===== config.mk =====
export PLATFORM = sky130hd
export DESIGN_NAME = muldiv_seq_ctrl_flat
export DESIGN_NICKNAME = d
export VERILOG_FILES = /design/src/rtl/muldiv_seq_ctrl_pkg.sv /design/src/rtl/muldiv_seq_ctrl_if.sv /design/src/rtl/muldiv_seq_ctrl_div_radix2_core.sv /design/src/rtl/muldiv_seq_ctrl.sv /design/src/flat_wrapper.sv
export SDC_FILE = /design/constraint.sdc
export NUM_CORES = 2
export LEC_CHECK = 0
export ABC_CLOCK_PERIOD_IN_PS = 27900
export CAP_MARGIN = 10
export CORE_MARGIN = 3
export CORE_UTILIZATION = 60
export CTS_CLUSTER_SIZE = 10
export DETAILED_ROUTE_END_ITERATION = 8
export PLACE_DENSITY = 0.88
export SYNTH_ARGS = -nofsm -noshare
export SYNTH_HDL_FRONTEND = slang
export SYNTH_SLANG_ARGS = --single-unit

===== constraint.sdc =====
create_clock -name clk -period 27.9 [get_ports clk]
set_input_delay 4.185 -clock clk [delete_from_list [all_inputs] [get_ports clk]]
set_output_delay 4.185 -clock clk [all_outputs]
set_load 0.005 [all_outputs]

===== src/rtl/muldiv_seq_ctrl_pkg.sv =====
// Shared definitions for the MIPS EX-stage mul/div sequencer.
// The EX stage maps its alucontrol codes onto md_op_e.
package muldiv_seq_ctrl_pkg;

    localparam int XLEN = 32;

    typedef enum logic [1:0] {
        MD_MULT  = 2'b00,
        MD_MULTU = 2'b01,
        MD_DIV   = 2'b10,
        MD_DIVU  = 2'b11
    } md_op_e;

    typedef enum logic [1:0] {
        ST_IDLE = 2'b00,
        ST_MUL  = 2'b01,
        ST_DIV  = 2'b10,
        ST_DONE = 2'b11
    } md_state_e;

    // Two's-complement magnitude when the operation is signed.
    function automatic logic [XLEN-1:0] abs_mag(input logic [XLEN-1:0] v, input logic is_signed);
        return (is_signed && v[XLEN-1]) ? (~v + 1'b1) : v;
    endfunction

endpackage


===== src/rtl/muldiv_seq_ctrl_if.sv =====
// EX-stage <-> mul/div sequencer request/result bundle.
interface muldiv_seq_ctrl_if;
    logic        start;
    logic [1:0]  op;
    logic [31:0] src_a;
    logic [31:0] src_b;
    logic        flush;
    logic        stall;
    logic        result_valid;
    logic [31:0] hi;
    logic [31:0] lo;
    logic        busy;

    modport master (
        output start, op, src_a, src_b, flush,
        input  stall, result_valid, hi, lo, busy
    );

    modport slave (
        input  start, op, src_a, src_b, flush,
        output stall, result_valid, hi, lo, busy
    );
endinterface


===== src/rtl/muldiv_seq_ctrl_div_radix2_core.sv =====
// Radix-2 restoring divider on unsigned magnitudes, one shift-subtract step per cycle.
// quotient/remainder are the combinational result of the step in progress; done marks the last step.
module div_radix2_core #(
    parameter int WIDTH = 32
) (
    input  logic             clk,
    input  logic             resetn,
    input  logic             start,
    input  logic             abort,
    input  logic [WIDTH-1:0] dividend,
    input  logic [WIDTH-1:0] divisor,
    output logic [WIDTH-1:0] quotient,
    output logic [WIDTH-1:0] remainder,
    output logic             done
);
    localparam int CW = $clog2(WIDTH);
    localparam logic [CW-1:0] LAST = CW'(WIDTH - 1);

    logic [WIDTH-1:0] rem_q, rem_d, quo_q, quo_d, dvsr_q, dvsr_d;
    logic [CW-1:0]    cnt_q, cnt_d;
    logic             run_q, run_d;
    logic [WIDTH:0]   shifted, diff;

    always_comb begin
        shifted   = {rem_q, quo_q[WIDTH-1]};
        diff      = shifted - {1'b0, dvsr_q};
        quotient  = {quo_q[WIDTH-2:0], ~diff[WIDTH]};
        remainder = diff[WIDTH] ? shifted[WIDTH-1:0] : diff[WIDTH-1:0];
        done      = run_q && (cnt_q == LAST);

        rem_d  = rem_q;
        quo_d  = quo_q;
        dvsr_d = dvsr_q;
        cnt_d  = cnt_q;
        run_d  = run_q;
        if (start) begin
            rem_d  = '0;
            quo_d  = dividend;
            dvsr_d = divisor;
            cnt_d  = '0;
            run_d  = 1'b1;
        end else if (run_q) begin
            rem_d = remainder;
            quo_d = quotient;
            cnt_d = cnt_q + 1'b1;
            if (cnt_q == LAST) run_d = 1'b0;
        end
        if (abort) run_d = 1'b0;
    end

    always_ff @(posedge clk or negedge resetn) begin
        if (!resetn) begin
            rem_q  <= '0;
            quo_q  <= '0;
            dvsr_q <= '0;
            cnt_q  <= '0;
            run_q  <= 1'b0;
        end else begin
            rem_q  <= rem_d;
            quo_q  <= quo_d;
            dvsr_q <= dvsr_d;
            cnt_q  <= cnt_d;
            run_q  <= run_d;
        end
    end
endmodule


===== src/rtl/muldiv_seq_ctrl.sv =====
// MULT/MULTU/DIV/DIVU sequencer: stalls EX until {hi, lo} is ready, pulses result_valid once.
// Optional MULDIV_DIVZERO_FAST_EN: divide by zero completes in one cycle without starting the divider.
module muldiv_seq_ctrl
    import muldiv_seq_ctrl_pkg::*;
#(
    parameter int MUL_LAT   = 2,
    parameter int DIV_ITERS = 32
) (
    input  logic                clk,
    input  logic                resetn,
    muldiv_seq_ctrl_if.slave    bus
);
    localparam logic [3:0] MUL_LAST = 4'(MUL_LAT - 1);

    md_state_e   state_q, state_d;
    logic [1:0]  op_q, op_d;
    logic [31:0] a_q, a_d, b_q, b_d, hi_q, hi_d, lo_q, lo_d;
    logic [3:0]  cnt_q, cnt_d;

    logic        accept, stall, result_valid;
    logic        core_start, core_done;
    logic [31:0] core_quo, core_rem, quo_fix, rem_fix;
    logic [63:0] mul_a, mul_b, product;
    logic        q_neg, r_neg;

    assign accept = bus.start && !bus.flush;

    always_comb begin
        mul_a   = (op_q == MD_MULT) ? {{32{a_q[31]}}, a_q} : {32'b0, a_q};
        mul_b   = (op_q == MD_MULT) ? {{32{b_q[31]}}, b_q} : {32'b0, b_q};
        product = mul_a * mul_b;
        q_neg   = (op_q == MD_DIV) && (a_q[31] ^ b_q[31]);
        r_neg   = (op_q == MD_DIV) && a_q[31];
        // Negation wraps, so 0x80000000 / -1 yields 0x80000000 with no trap.
        quo_fix = q_neg ? (~core_quo + 1'b1) : core_quo;
        rem_fix = r_neg ? (~core_rem + 1'b1) : core_rem;
    end

    always_comb begin
        state_d      = state_q;
        op_d         = op_q;
        a_d          = a_q;
        b_d          = b_q;
        cnt_d        = cnt_q;
        hi_d         = hi_q;
        lo_d         = lo_q;
        core_start   = 1'b0;
        stall        = 1'b0;
        result_valid = 1'b0;

        case (state_q)
            ST_IDLE: begin
                if (accept) begin
                    stall = 1'b1;
                    op_d  = bus.op;
                    a_d   = bus.src_a;
                    b_d   = bus.src_b;
                    cnt_d = '0;
                    if (!bus.op[1]) begin
                        state_d = ST_MUL;
                    end else begin
`ifdef MULDIV_DIVZERO_FAST_EN
                        if (bus.src_b == '0) begin
                            hi_d    = bus.src_a;
                            lo_d    = '1;
                            state_d = ST_DONE;
                        end else begin
                            core_start = 1'b1;
                            state_d    = ST_DIV;
                        end
`else
                        core_start = 1'b1;
                        state_d    = ST_DIV;
`endif
                    end
                end
            end
            ST_MUL: begin
                stall = 1'b1;
                if (cnt_q == MUL_LAST) begin
                    {hi_d, lo_d} = product;
                    state_d      = ST_DONE;
                end else begin
                    cnt_d = cnt_q + 4'd1;
                end
            end
            ST_DIV: begin
                stall = 1'b1;
                if (core_done) begin
                    hi_d    = rem_fix;
                    lo_d    = quo_fix;
                    state_d = ST_DONE;
                end
            end
            ST_DONE: begin
                // start still high here belongs to the instruction just completed.
                result_valid = 1'b1;
                state_d      = ST_IDLE;
            end
            default: state_d = ST_IDLE;
        endcase

        if (bus.flush) begin
            state_d      = ST_IDLE;
            stall        = 1'b0;
            result_valid = 1'b0;
            hi_d         = hi_q;
            lo_d         = lo_q;
        end
    end

    always_ff @(posedge clk or negedge resetn) begin
        if (!resetn) begin
            state_q <= ST_IDLE;
            op_q    <= '0;
            a_q     <= '0;
            b_q     <= '0;
            cnt_q   <= '0;
            hi_q    <= '0;
            lo_q    <= '0;
        end else begin
            state_q <= state_d;
            op_q    <= op_d;
            a_q     <= a_d;
            b_q     <= b_d;
            cnt_q   <= cnt_d;
            hi_q    <= hi_d;
            lo_q    <= lo_d;
        end
    end

    div_radix2_core #(.WIDTH(DIV_ITERS)) u_div (
        .clk       (clk),
        .resetn    (resetn),
        .start     (core_start),
        .abort     (bus.flush),
        .dividend  (abs_mag(bus.src_a, bus.op == MD_DIV)),
        .divisor   (abs_mag(bus.src_b, bus.op == MD_DIV)),
        .quotient  (core_quo),
        .remainder (core_rem),
        .done      (core_done)
    );

    assign bus.stall        = stall;
    assign bus.result_valid = result_valid;
    assign bus.hi           = hi_q;
    assign bus.lo           = lo_q;
    assign bus.busy         = (state_q != ST_IDLE);
endmodule


===== src/flat_wrapper.sv =====
// flat-port wrapper written by rule: the top's interface ports become plain ports
module muldiv_seq_ctrl_flat import muldiv_seq_ctrl_pkg::*;
#(
    parameter int MUL_LAT   = 2,
    parameter int DIV_ITERS = 32
)
  (clk, resetn, bus_start, bus_op, bus_src_a, bus_src_b, bus_flush, bus_stall, bus_result_valid, bus_hi, bus_lo, bus_busy);
  muldiv_seq_ctrl_if bus_i ();
  input  logic clk;
  input  logic resetn;
  input wire logic [$bits(bus_i.start)-1:0] bus_start;
  input wire logic [$bits(bus_i.op)-1:0] bus_op;
  input wire logic [$bits(bus_i.src_a)-1:0] bus_src_a;
  input wire logic [$bits(bus_i.src_b)-1:0] bus_src_b;
  input wire logic [$bits(bus_i.flush)-1:0] bus_flush;
  output wire logic [$bits(bus_i.stall)-1:0] bus_stall;
  output wire logic [$bits(bus_i.result_valid)-1:0] bus_result_valid;
  output wire logic [$bits(bus_i.hi)-1:0] bus_hi;
  output wire logic [$bits(bus_i.lo)-1:0] bus_lo;
  output wire logic [$bits(bus_i.busy)-1:0] bus_busy;
  assign bus_i.start = bus_start;
  assign bus_i.op = bus_op;
  assign bus_i.src_a = bus_src_a;
  assign bus_i.src_b = bus_src_b;
  assign bus_i.flush = bus_flush;
  assign bus_stall = bus_i.stall;
  assign bus_result_valid = bus_i.result_valid;
  assign bus_hi = bus_i.hi;
  assign bus_lo = bus_i.lo;
  assign bus_busy = bus_i.busy;
  muldiv_seq_ctrl #(.MUL_LAT(MUL_LAT), .DIV_ITERS(DIV_ITERS)) u_core (.clk(clk), .resetn(resetn), .bus(bus_i));
endmodule

==> flow_summary.html <==
<table>
<tr><th>Metric</th><th>Value</th></tr>
<tr><th colspan="2">Run status</th></tr>
<tr><td>Result of the run</td><td>finished, final reports clean</td></tr>
<tr><th colspan="2">Synthesis</th></tr>
<tr><td>Primary FF master, synth</td><td>sky130_fd_sc_hd__dfrtp_1</td></tr>
<tr><td>Sequential fraction of the synthesis area</td><td>a little under a tenth</td></tr>
<tr><td>Total standard cell area after synthesis</td><td>62800 um^2</td></tr>
<tr><td>Avg Cell Area, Syn</td><td>just over 9 um^2</td></tr>
<tr><td>Yosys synthesis warning count</td><td>0</td></tr>
<tr><td>Mapped Nets</td><td>about 8800</td></tr>
<tr><td>Number of enable flip-flop cells after synthesis</td><td>0</td></tr>
<tr><td>Post-synth ARST share</td><td>100%</td></tr>
<tr><td>Post-Syn Instances</td><td>around 6900</td></tr>
<tr><td>Post-synthesis register bit count</td><td>around 240</td></tr>
<tr><td>Unique cell type count in the Yosys netlist</td><td>91</td></tr>
<tr><th colspan="2">Finish</th></tr>
<tr><td>Highest-count cells in the layout ignoring fill and taps</td><td>sky130_fd_sc_hd__inv_1 (1585), sky130_fd_sc_hd__fa_1 (1424), sky130_fd_sc_hd__nand2_1 (971)</td></tr>
<tr><td>Area overhead of the layout relative to synthesis</td><td>5.05%</td></tr>
<tr><td>Area used by sequential logic in the layout</td><td>~6000 um^2</td></tr>
<tr><td>Most common library cell in the layout ignoring fill and taps</td><td>sky130_fd_sc_hd__inv_1</td></tr>
<tr><td>Area used by multi-input combinational logic</td><td>49600 um^2</td></tr>
<tr><td>Share of post-route cells with drive strength above 1</td><td>2.33%</td></tr>
<tr><td>Fillers</td><td>around 8200</td></tr>
<tr><td>Nets</td><td>roughly 8700</td></tr>
<tr><th colspan="2">Job</th></tr>
<tr><td>Number of max-cap violations</td><td>0</td></tr>
<tr><th colspan="2">Floorplan</th></tr>
<tr><td>Total number of placement rows</td><td>about 120</td></tr>
<tr><td>Floorplan die width</td><td>330 um</td></tr>
<tr><td>Area of the core</td><td>just over 100000 um^2</td></tr>
<tr><td>Die span in y</td><td>between 300 and 400 um</td></tr>
<tr><td>Initial cell density of the core</td><td>between 60% and 70%</td></tr>
<tr><td>Floorplan die area</td><td>about 110000 um^2</td></tr>
<tr><td>Io pins</td><td>137</td></tr>
<tr><th colspan="2">Clock tree</th></tr>
<tr><td>Post-CTS setup buffer count</td><td>0</td></tr>
<tr><td>CTS clock-pin slew for the worst setup and hold paths</td><td>0.05 ns</td></tr>
<tr><td>Gates resized, CTS repair</td><td>0</td></tr>
<tr><td>Buffer depth of the longest clock path</td><td>3</td></tr>
<tr><td>Clock root cell</td><td>sky130_fd_sc_hd__clkbuf_16</td></tr>
<tr><td>Clock latency on the worst-skew pair</td><td>0.58 ns</td></tr>
<tr><td>Clk sink count</td><td>between 200 and 250</td></tr>
<tr><td>Number of levels the H-tree was split into</td><td>1</td></tr>
<tr><td>Number of hold-repair buffers added at the cts stage</td><td>0</td></tr>
<tr><td>Clock tree from TritonCTS</td><td>done</td></tr>
<tr><td>Cts bufs inserted</td><td>28</td></tr>
<tr><th colspan="2">Detailed routing</th></tr>
<tr><td>Total wire length after detailed routing</td><td>191000 um</td></tr>
<tr><td>Number of vias in the routed layout</td><td>49056</td></tr>
<tr><td>Ratio of routed vias to standard cells</td><td>5.97</td></tr>
<tr><td>Antenna-violating nets left</td><td>0</td></tr>
<tr><td>First-pass iteration count of the detailed router</td><td>6</td></tr>
<tr><td>Number of DRC markers after the initial detailed-route iteration</td><td>slightly below 5000</td></tr>
<tr><td>Final routed wire length divided by cell count</td><td>between 20 and 25 um</td></tr>
<tr><td>DRC violation count after routing</td><td>0</td></tr>
<tr><th colspan="2">Timing</th></tr>
<tr><td>Final slew viol count</td><td>0</td></tr>
<tr><td>Actual slew at the worst max-slew pin</td><td>~1.2 ns</td></tr>
<tr><td>Final clock period utilization by the worst path</td><td>between 30 and 40%</td></tr>
<tr><td>Fmax</td><td>~90 MHz</td></tr>
<tr><td>Worst clock skew on the final layout</td><td>roughly 0.040 ns</td></tr>
<tr><td>Endpoints failing setup</td><td>0</td></tr>
<tr><td>Final Critical Period</td><td>11.15 ns</td></tr>
<tr><td>Count of final hold-check violations</td><td>0</td></tr>
<tr><td>Worst slew margin relative to its limit</td><td>between 10% and 20%</td></tr>
<tr><td>Setup repair after global routing missed its margin</td><td>false</td></tr>
<tr><td>Setup total negative slack</td><td>0 ns</td></tr>
<tr><th colspan="2">Global route</th></tr>
<tr><td>Largest net degree at the start of global routing</td><td>111</td></tr>
<tr><td>Number of global-route vias before repair</td><td>53113</td></tr>
<tr><td>Overflow left after global routing</td><td>0</td></tr>
<tr><td>Wire length of the first global-routing pass</td><td>300000 um</td></tr>
<tr><td>Number of antenna violations at the first check in global routing</td><td>7</td></tr>
<tr><td>Global Route Usage Sum</td><td>a little over a third</td></tr>
<tr><th colspan="2">Place</th></tr>
<tr><td>Buffers added on ports</td><td>about 140</td></tr>
<tr><td>Post-detailed-placement half-perimeter wirelength</td><td>148000 um</td></tr>
<tr><td>Final estimated routing congestion in global placement</td><td>1.03</td></tr>
<tr><th colspan="2">Critical path</th></tr>
<tr><td>Max incr delay on CP</td><td>a little over 0.9 ns</td></tr>
<tr><td>Required arrival time at the worst endpoint</td><td>~28 ns</td></tr>
<tr><td>Arrival time reported for the critical path endpoint</td><td>roughly 12 ns</td></tr>
<tr><td>WP buf/inv</td><td>6</td></tr>
<tr><td>Nature of the critical path endpoint</td><td>flip-flop</td></tr>
<tr><td>Kind of cell adding the most delay to the critical path</td><td>adder cells</td></tr>
<tr><td>Critical setup path kind</td><td>flip-flop to flip-flop</td></tr>
<tr><td>Library cell appearing most often on the critical path</td><td>sky130_fd_sc_hd__fa_1</td></tr>
<tr><td>Critical path's slowest cell</td><td>sky130_fd_sc_hd__fa_1</td></tr>
<tr><td>Top fanout value on the critical path</td><td>24</td></tr>
<tr><td>Kind of start point of the critical path</td><td>flip-flop</td></tr>
<tr><th colspan="2">Hold path</th></tr>
<tr><td>Worst min-delay path category</td><td>flip-flop to flip-flop</td></tr>
</table>
==> synthesized netlist by cell type (21+ instances only) <==
cell type,number,area share [%]
sky130_fd_sc_hd__and2_1,516,5.1
sky130_fd_sc_hd__xnor2_1,149,2.1
sky130_fd_sc_hd__clkbuf_1,320,1.9
sky130_fd_sc_hd__dfrtp_1,238,9.5
sky130_fd_sc_hd__a31oi_1,28,0.28
sky130_fd_sc_hd__a211oi_1,41,0.49
sky130_fd_sc_hd__inv_1,1585,9.5
sky130_fd_sc_hd__nor3_1,58,0.46
sky130_fd_sc_hd__o21ai_0,212,1.7
sky130_fd_sc_hd__xor2_1,92,1.3
sky130_fd_sc_hd__a21o_1,60,0.72
sky130_fd_sc_hd__ha_1,350,7.0
sky130_fd_sc_hd__fa_1,1424,45
sky130_fd_sc_hd__a21oi_1,191,1.5
sky130_fd_sc_hd__nor4_1,21,0.21
sky130_fd_sc_hd__nor2_1,206,1.2
sky130_fd_sc_hd__nand3_1,34,0.27
sky130_fd_sc_hd__nand2_1,973,5.8
sky130_fd_sc_hd__mux2i_1,64,1.0
sky130_fd_sc_hd__and3_1,30,0.30
sky130_fd_sc_hd__nand4_1,24,0.24
==> final cells by class <==
class	instances	share of cell area, %
Timing Repair Buffer	206	2.87
Sequential cell	238	9.05
Inverter	1586	9.02
Tap cell	1380	2.62
Multi-Input combinational cell	4760	75.2
Clock inverter	2	0.0531
Antenna cell	4	0.0152
Clock buffer	40	1.18
==> final timing paths <==
kind                                    from                 to  slack [ns]  depth (start not counted)
min in group asynchronous             resetn  u_core.bus.lo[12]        3.68                          1
max in group asynchronous             resetn     u_core.b_q[22]       21.89                          3
max reg2reg                   u_core.op_q[1]  u_core.bus.hi[29]       16.75                         30
min reg2reg                u_core.bus.hi[10]  u_core.bus.hi[10]        0.48                          2
min                        u_core.bus.hi[10]  u_core.bus.hi[10]        0.48                          2
max                           u_core.op_q[1]  u_core.bus.hi[29]       16.75                         30
==> worst reg2reg max path: cells and delay by family, from the launching register on <==
family / cells / cell delay [ns]
buffers and inverters: 6 / 0.92
AOI/OAI and AO/OA: 8 / 2.00
muxes: 1 / 0.25
DFF: 1 / 0.46
adders and majority gates: 11 / 5.97
and+or+nand+nor: 4 / 1.44
==> layer usage <==
layer | vias to the layer above | wire (um) | track usage (%)
met1 | 24574 | 66400 | 44.7
met2 | 3150 | 86200 | 57.2
met3 | 861 | 22200 | 9.60
met5 | - | 23 | 0
li1 | 20467 | - | -
met4 | 4 | 16300 | 24.0
==> sequential cells by signal, indices dropped and copies added (netlist names), 5 cells and up <==
name and flops:
u_core.u_div.rem_q 32, u_core.u_div.quo_q 32, u_core.bus.lo 32, u_core.b_q 32, u_core.a_q 32, u_core.u_div.dvsr_q 32
u_core.bus.hi 32, u_core.u_div.cnt_q 5
==> per-stage QoR <==
step | cells | cell area (um^2) | hold WS (ns) | worst slack (ns) | util, %
2_1_floorplan | 6933 | 62800 | 0.450 | 18.47 | -
3_3_place_gp | 8170 | 65200 | 0.460 | 17.14 | 62.9
3_5_place_dp | 8170 | 65200 | 0.470 | 16.94 | 62.9
4_1_cts | 8212 | 66000 | 0.482 | 16.89 | 63.7
5_1_grt | 8212 | 66000 | 0.492 | 16.33 | 63.7
6_report | 8216 | 66000 | 0.475 | 16.75 | 63.7
==> logic make-up (layout without fill, tap and decap cells) <==
logic type	Yosys count	count (layout)	share of synthesized area, %
compound gates	718	718	7.23
xor+xnor	241	241	3.36
fa+ha+maj	1777	1777	52.4
buf+inv	1935	1834	11.6
flops	238	238	9.48
mux	72	72	1.18
other cells	0	4	0
simple gates	1952	1952	14.8
Power is not shown: default switching activity piles up to over one toggle a cycle in this logic, so the estimate is an artifact.
